===== config.mk =====
export PLATFORM = sky130hd
export DESIGN_NAME = crc_frame_rx
export DESIGN_NICKNAME = d
export VERILOG_FILES = /design/src/rtl/crc_pkg.sv /design/src/rtl/crc_frame_rx_outreg.sv /design/src/rtl/crc_frame_rx.sv
export SDC_FILE = /design/constraint.sdc
export NUM_CORES = 1
export LEC_CHECK = 0
export ABC_AREA = 1
export BUFFER_PORTS_ARGS = -buffer_cell sky130_fd_sc_hd__buf_4
export CELL_PAD_IN_SITES_DETAIL_PLACEMENT = 1
export CELL_PAD_IN_SITES_GLOBAL_PLACEMENT = 1
export CORE_UTILIZATION = 47
export DETAILED_ROUTE_END_ITERATION = 10
export PLACE_DENSITY_LB_ADDON = 0.1
export SLEW_MARGIN = 5
export SYNTH_ARGS = -nofsm -noshare
export SYNTH_HDL_FRONTEND = slang
export SYNTH_SLANG_ARGS = --single-unit

===== constraint.sdc =====
create_clock -name clk -period 2.95 [get_ports clk]
set_clock_uncertainty 0.2 [all_clocks]
set_input_delay 0.295 -clock clk [delete_from_list [all_inputs] [get_ports clk]]
set_output_delay 0.295 -clock clk [all_outputs]
set_load 0.05 [all_outputs]

===== src/rtl/crc_pkg.sv =====
// Shared CRC definitions for the serial frame generator, verifier and receiver.
// crc_step works on a CRC_MAX_W-wide container, and callers pass the real width.
package crc_pkg;

   typedef enum logic [1:0] {S_IDLE, S_DATA, S_CRC} state_t;

   localparam int CRC_MAX_W = 32;

   // One MSB-first LFSR step with no reflection. Bits above 'width' are forced to zero.
   function automatic logic [CRC_MAX_W-1:0] crc_step(
      input logic [CRC_MAX_W-1:0] crc,
      input logic                 b,
      input logic [CRC_MAX_W-1:0] poly,
      input int                   width
   );
      logic [CRC_MAX_W-1:0] top;
      logic [CRC_MAX_W-1:0] mask;
      logic                 fb;
      top  = CRC_MAX_W'(1) << (width - 1);
      mask = (CRC_MAX_W'(1) << width) - CRC_MAX_W'(1);
      fb   = b ^ (|(crc & top));
      return ((crc << 1) ^ (fb ? poly : '0)) & mask;
   endfunction

endpackage


===== src/rtl/crc_frame_rx_outreg.sv =====
// One-deep valid/ready holding register for completed frames.
// A load made while the register is full and not draining is dropped and flagged.
module crc_frame_rx_outreg #(
   parameter int DATA_WIDTH = 12,
   parameter int CRC_WIDTH  = 4
) (
   input  logic                  clk,
   input  logic                  rst_n,
   input  logic                  load,
   input  logic [DATA_WIDTH-1:0] load_data,
   input  logic [CRC_WIDTH-1:0]  load_crc_rx,
   input  logic [CRC_WIDTH-1:0]  load_crc_calc,
   input  logic                  load_crc_ok,
   input  logic                  out_ready,
   output logic                  out_valid,
   output logic [DATA_WIDTH-1:0] data_out,
   output logic [CRC_WIDTH-1:0]  crc_rx,
   output logic [CRC_WIDTH-1:0]  crc_calc,
   output logic                  crc_ok,
   output logic                  frame_dropped
);

   logic accept;

   // A frame may land in the same cycle that the consumer drains the previous one.
   assign accept = load && (!out_valid || out_ready);

   always_ff @(posedge clk or negedge rst_n) begin
      if (!rst_n) begin
         out_valid     <= 1'b0;
         data_out      <= '0;
         crc_rx        <= '0;
         crc_calc      <= '0;
         crc_ok        <= 1'b0;
         frame_dropped <= 1'b0;
      end else begin
         frame_dropped <= load && !accept;
         if (accept) begin
            out_valid <= 1'b1;
            data_out  <= load_data;
            crc_rx    <= load_crc_rx;
            crc_calc  <= load_crc_calc;
            crc_ok    <= load_crc_ok;
         end else if (out_valid && out_ready) begin
            out_valid <= 1'b0;
         end
      end
   end

endmodule


===== src/rtl/crc_frame_rx.sv =====
// Bit-serial frame receiver: deserialises an MSB-first payload plus CRC field,
// checks the CRC on the fly, and hands complete frames to a one-deep output register.
module crc_frame_rx
   import crc_pkg::*;
#(
   parameter int                   DATA_WIDTH = 12,
   parameter int                   CRC_WIDTH  = 4,
   parameter logic [CRC_WIDTH:0]   POLY       = 5'b10011,
   parameter logic [CRC_WIDTH-1:0] SEED       = '0
) (
   input  logic                  clk,
   input  logic                  rst_n,
   input  logic                  bit_valid,
   input  logic                  bit_in,
   input  logic                  frame_start,
   output logic                  out_valid,
   input  logic                  out_ready,
   output logic [DATA_WIDTH-1:0] data_out,
   output logic [CRC_WIDTH-1:0]  crc_rx,
   output logic [CRC_WIDTH-1:0]  crc_calc,
   output logic                  crc_ok,
   output logic                  frame_dropped,
   output logic                  frame_abort
);

   localparam int CNT_MAX = (DATA_WIDTH > CRC_WIDTH) ? DATA_WIDTH : CRC_WIDTH;
   localparam int CNT_W   = $clog2(CNT_MAX + 1);
   localparam logic [CNT_W-1:0] DATA_LAST = CNT_W'(DATA_WIDTH - 1);
   localparam logic [CNT_W-1:0] CRC_CNT   = CNT_W'(CRC_WIDTH);
   localparam logic [CNT_W-1:0] CNT_ONE   = CNT_W'(1);
   localparam logic [CRC_MAX_W-1:0] POLY_X = CRC_MAX_W'(POLY[CRC_WIDTH-1:0]);

   state_t                state, state_nxt;
   logic [CNT_W-1:0]      cnt, cnt_nxt;
   logic [CRC_WIDTH-1:0]  crc_reg, crc_nxt;
   logic [CRC_WIDTH-1:0]  crc_seed_step, crc_bit_step;
   logic [DATA_WIDTH-1:0] data_sh, data_nxt, data_shifted;
   logic [CRC_WIDTH-1:0]  crc_sh, crc_sh_nxt, crc_field;
   logic                  restart, frame_done, abort_c, abort_q, crc_match;

   assign restart       = bit_valid && frame_start;
   assign crc_seed_step = CRC_WIDTH'(crc_step(CRC_MAX_W'(SEED), bit_in, POLY_X, CRC_WIDTH));
   assign crc_bit_step  = CRC_WIDTH'(crc_step(CRC_MAX_W'(crc_reg), bit_in, POLY_X, CRC_WIDTH));
   assign data_shifted  = (data_sh << 1) | DATA_WIDTH'(bit_in);
   // The full received field includes the bit being sampled right now.
   assign crc_field     = (crc_sh << 1) | CRC_WIDTH'(bit_in);
   assign crc_match     = (crc_field == crc_reg);

   always_comb begin
      state_nxt  = state;
      cnt_nxt    = cnt;
      crc_nxt    = crc_reg;
      data_nxt   = data_sh;
      crc_sh_nxt = crc_sh;
      frame_done = 1'b0;
      abort_c    = 1'b0;
      if (restart) begin
         // A start bit always begins a new frame, even if another frame is still in progress.
         abort_c  = (state != S_IDLE);
         crc_nxt  = crc_seed_step;
         data_nxt = DATA_WIDTH'(bit_in);
         if (DATA_WIDTH == 1) begin
            state_nxt = S_CRC;
            cnt_nxt   = CRC_CNT;
         end else begin
            state_nxt = S_DATA;
            cnt_nxt   = DATA_LAST;
         end
      end else if (bit_valid) begin
         case (state)
            S_DATA: begin
               data_nxt = data_shifted;
               crc_nxt  = crc_bit_step;
               cnt_nxt  = cnt - CNT_ONE;
               if (cnt == CNT_ONE) begin
                  state_nxt = S_CRC;
                  cnt_nxt   = CRC_CNT;
               end
            end
            S_CRC: begin
               crc_sh_nxt = crc_field;
               cnt_nxt    = cnt - CNT_ONE;
               if (cnt == CNT_ONE) begin
                  frame_done = 1'b1;
                  state_nxt  = S_IDLE;
               end
            end
            default: ;
         endcase
      end
   end

   always_ff @(posedge clk or negedge rst_n) begin
      if (!rst_n) begin
         state   <= S_IDLE;
         cnt     <= '0;
         crc_reg <= SEED;
         data_sh <= '0;
         crc_sh  <= '0;
         abort_q <= 1'b0;
      end else begin
         state   <= state_nxt;
         cnt     <= cnt_nxt;
         crc_reg <= crc_nxt;
         data_sh <= data_nxt;
         crc_sh  <= crc_sh_nxt;
         abort_q <= abort_c;
      end
   end

   assign frame_abort = abort_q;

   crc_frame_rx_outreg #(
      .DATA_WIDTH(DATA_WIDTH),
      .CRC_WIDTH (CRC_WIDTH)
   ) u_outreg (
      .clk          (clk),
      .rst_n        (rst_n),
      .load         (frame_done),
      .load_data    (data_sh),
      .load_crc_rx  (crc_field),
      .load_crc_calc(crc_reg),
      .load_crc_ok  (crc_match),
      .out_ready    (out_ready),
      .out_valid    (out_valid),
      .data_out     (data_out),
      .crc_rx       (crc_rx),
      .crc_calc     (crc_calc),
      .crc_ok       (crc_ok),
      .frame_dropped(frame_dropped)
   );

endmodule


==> out/metrics.json <==
{
  "worst_slew_margin_rel_pct": 57.8,
  "wl_mm": 4.22,
  "detail_route.first_pass.iterations": 4,
  "top_regs": "data_sh: 12 flops, u_outreg.data_out: 12 flops",
  "synth_area_leaders": "sky130_fd_sc_hd__dfrtp_1 (56%), sky130_fd_sc_hd__nand2_1 (8.3%), sky130_fd_sc_hd__o21ai_2 (7.6%)",
  "clock_tree_from_tritoncts": "built",
  "ant_nets": 0,
  "route.met3.wl_um": 154,
  "die_height_um": 70.1,
  "gp_congestion": 0.781,
  "critical-path-max-stage-delay_ps": 470,
  "grt_antenna_before_repair": 0,
  "holdCritStartpoint": "bit_in",
  "crit_path_frequent_cell": "sky130_fd_sc_hd__inv_1",
  "final.period_utilization_pct": 68.4,
  "start_util_pct": 49.4,
  "number_of_buffers_created_by_cts": 5,
  "htreeDepth": 2,
  "yosysSeqAreaShare_pct": 56.3,
  "rsz0062_at_grt": "no",
  "place_hpwl_mm": 2.96,
  "detailedRoute.firstIterationViolations": 68,
  "worst_ir_drop_vdd_uv": 513,
  "cp.required_ps": 2910,
  "clock.fmax_mhz": 496,
  "core_region_area_mm2": 0.00441,
  "synth_warnings": 0,
  "cts_post_setup_buffers_inserted": 0,
  "cts.sink_count": 49,
  "worst-path-max-fanout": 41,
  "post_synth_inst_count": 223,
  "antennaDiodeCount": 0,
  "critical_path.startpoint": "cnt[1]$_DFFE_PN0P_",
  "synth.top_cell.area_share_pct": 56.3,
  "final_net_count": 262,
  "criticalPathCategory": "reg2reg",
  "met2WireLength_mm": 2.14,
  "synthDominantAreaCellType": "sky130_fd_sc_hd__dfrtp_1",
  "drv_cap": 0,
  "wl_met1_mm": 1.89,
  "slew_viol_final": 0,
  "track_usage_pct": 19.5,
  "floorplan.die_area_mm2": 0.00491,
  "vias": 1584,
  "final_layout_size_suffix_gt1_share_pct": 28.2,
  "worst_skew_pair.late_latency_ps": 290,
  "worstRegToRegCells": 7,
  "netlist_area_mm2": 0.00218,
  "r2r_setup_slack_ps": 930,
  "areaGrowthSynthToFinish_pct": 14.9,
  "clk_path_buf_depth": 2,
  "routed_wire_length_per_instance_um": 13.8,
  "syn_nets": 231,
  "power_density_mw_per_mm2": 651,
  "hold_path.class": "in2reg",
  "min_delay_worst_endpoint": "crc_sh[0]$_DFFE_PN0P_",
  "worst_setup_path_end_kind": "register",
  "critical_path.top_delay_family": "simple AND/OR/NAND/NOR gates",
  "worst_hold_path.num_cells": 3,
  "outcome": "finished clean",
  "pin_count": 30,
  "remaining_drc_errors": 0,
  "grt_start_max_net_pins": 50,
  "critPathBufInv": 2,
  "grt_first_pass_wirelength_mm": 7.62,
  "ctsRootBufferMaster": "sky130_fd_sc_hd__clkbuf_8",
  "worst_setup_hold_path_clk_slew_ps": 80,
  "r2r_end": "u_outreg.crc_rx[1]$_DFFE_PN0P_",
  "timing.setup.tns_ps": 0,
  "synth_seq_cells": 49,
  "grt.overflow.total": 0,
  "top_signal_layer_used": "met4",
  "timing.critical_path.cells": "inv_1 -> ha_1 -> nand3_1 -> inv_1 -> nand3_4 -> nand2_1 -> o21ai_2",
  "io_buffer_count": 29,
  "start_kind": "register",
  "n_fill_cell": 513,
  "tightestPinTransition_ps": 633,
  "dpl_worst_slack_ps": 896,
  "viasPerCell": 5.16,
  "synth.lib_cells_used.distinct": 20,
  "leakage_uw": 0.00128,
  "die_width_um": 70.1,
  "finalHoldViolCount": 0,
  "r2r-start": "cnt[1]$_DFFE_PN0P_",
  "setup-violations-final": 0,
  "vias_in_the_first_global_route": 1654,
  "fp-row-count": 24,
  "critical_path.slowest_cell": "sky130_fd_sc_hd__nand3_4",
  "final_critical_path_required_period_ps": 2020,
  "final_critical_path_setup_slack_ps": 934,
  "syn-mean-instance-area_um2": 9.77,
  "critical_path_arrival_ps": 1980
}
-- worst reg2reg max path: stages (launching register included) --
cell                      delay [ps]
sky130_fd_sc_hd__dfrtp_1         390
sky130_fd_sc_hd__inv_1            90
sky130_fd_sc_hd__ha_1            160
sky130_fd_sc_hd__nand3_1         100
sky130_fd_sc_hd__inv_1           140
sky130_fd_sc_hd__nand3_4         470
sky130_fd_sc_hd__nand2_1         260
sky130_fd_sc_hd__o21ai_2          80
-- placed cells by master, fill, tap and decap left out --
cell,instances
sky130_fd_sc_hd__nor2_1,8
sky130_fd_sc_hd__clkinvlp_4,1
sky130_fd_sc_hd__inv_2,2
sky130_fd_sc_hd__nor2_8,1
sky130_fd_sc_hd__nand2_4,1
sky130_fd_sc_hd__o22ai_1,13
sky130_fd_sc_hd__ha_1,2
sky130_fd_sc_hd__nand2_2,11
sky130_fd_sc_hd__inv_1,31
sky130_fd_sc_hd__nand4_1,2
sky130_fd_sc_hd__nand2_1,48
sky130_fd_sc_hd__o21ai_2,19
sky130_fd_sc_hd__a21oi_1,6
sky130_fd_sc_hd__nand3_4,1
sky130_fd_sc_hd__xnor2_1,3
sky130_fd_sc_hd__clkbuf_8,5
sky130_fd_sc_hd__nand3_2,1
sky130_fd_sc_hd__clkbuf_1,2
sky130_fd_sc_hd__o21ai_0,7
sky130_fd_sc_hd__dfrtp_1,49
sky130_fd_sc_hd__nand3_1,11
sky130_fd_sc_hd__dlygate4sd3_1,1
sky130_fd_sc_hd__buf_4,30
-- metrics by stage --
| step | instances | total power (uW) | hold WS (ps) | utilization [%] | cell area, um2 |
|---|---|---|---|---|---|
| final | 307 | 1630 | 63.5 | 56.7 | 2500 |
| after global routing | 307 | 1740 | 84.0 | 56.7 | 2500 |
| after CTS | 307 | 1650 | 60.2 | 56.7 | 2500 |
| after detailed placement | 298 | 1270 | 151 | 54.6 | 2410 |
| after global placement | 298 | 1250 | 150 | 54.6 | 2410 |
| after floorplan | 223 | 1140 | -201 | - | 2180 |
-- area by class of cell --
cell class / instances / area (um2) / share of cell area (%)
sequential: 49 / 1230 / 49.0
multi-input combinational: 134 / 769 / 30.7
timing repair buffer: 31 / 235 / 9.40
inverter: 33 / 124 / 4.95
clock buffer: 7 / 76.3 / 3.05
tap: 52 / 65.1 / 2.60
clock inverter: 1 / 7.51 / 0.300
-- per-layer routing --
metal	vias to the layer above	GRT usage [%]
li1	772	-
met1	777	25.0
met2	29	33.9
met3	6	4.33
met4	0	4.22
met5	-	0
-- cells in the mapped netlist --
library cell and count:
sky130_fd_sc_hd__nand2_4 1, sky130_fd_sc_hd__nor2_8 1, sky130_fd_sc_hd__inv_2 2, sky130_fd_sc_hd__nand2_2 11
sky130_fd_sc_hd__nand3_4 1, sky130_fd_sc_hd__nand3_1 11, sky130_fd_sc_hd__ha_1 2, sky130_fd_sc_hd__buf_6 4
sky130_fd_sc_hd__nand3_2 1, sky130_fd_sc_hd__o22ai_1 13, sky130_fd_sc_hd__nand4_1 2, sky130_fd_sc_hd__xnor2_1 3
sky130_fd_sc_hd__inv_1 31, sky130_fd_sc_hd__o21ai_0 7, sky130_fd_sc_hd__o21ai_2 19, sky130_fd_sc_hd__dfrtp_1 49
sky130_fd_sc_hd__nor2_1 8, sky130_fd_sc_hd__a21oi_1 6, sky130_fd_sc_hd__buf_2 3, sky130_fd_sc_hd__nand2_1 48
-- where the power goes --
group          internal (uW)  leakage (uW)  switching, uW
logic                    135      0.000588            289
clock network            168     0.0000385            210
registers                756      0.000653           71.9
-- how the worst max path moves through the flow --
stage	endpoint	slack [ps]	depth (start not counted)
final	u_outreg.crc_rx[1]$_DFFE_PN0P_	930	7
after floorplan	u_outreg.crc_calc[0]$_DFFE_PN0P_	1440	7
after CTS	u_outreg.crc_rx[1]$_DFFE_PN0P_	880	7
after global routing	u_outreg.data_out[9]$_DFFE_PN0P_	740	7
after global placement	u_outreg.data_out[7]$_DFFE_PN0P_	1030	7
after detailed placement	u_outreg.crc_rx[1]$_DFFE_PN0P_	900	7
-- repair_timing --
item	4_1_cts	5_1_grt
resized for setup	0	0
hold endpoints to repair	49	0
hold buffers	1	0
-- cells by family (layout without fill, tap and decap cells) --
group	count (synthesis)	in the layout	synth area share (%)
flops	49	49	56.3
xor+xnor	3	3	1.21
buf+inv	40	72	8.44
fa+ha+maj	2	2	1.15
compound gates	45	45	14.4
simple gates	84	84	18.6
(Power assumes the default switching activity.)
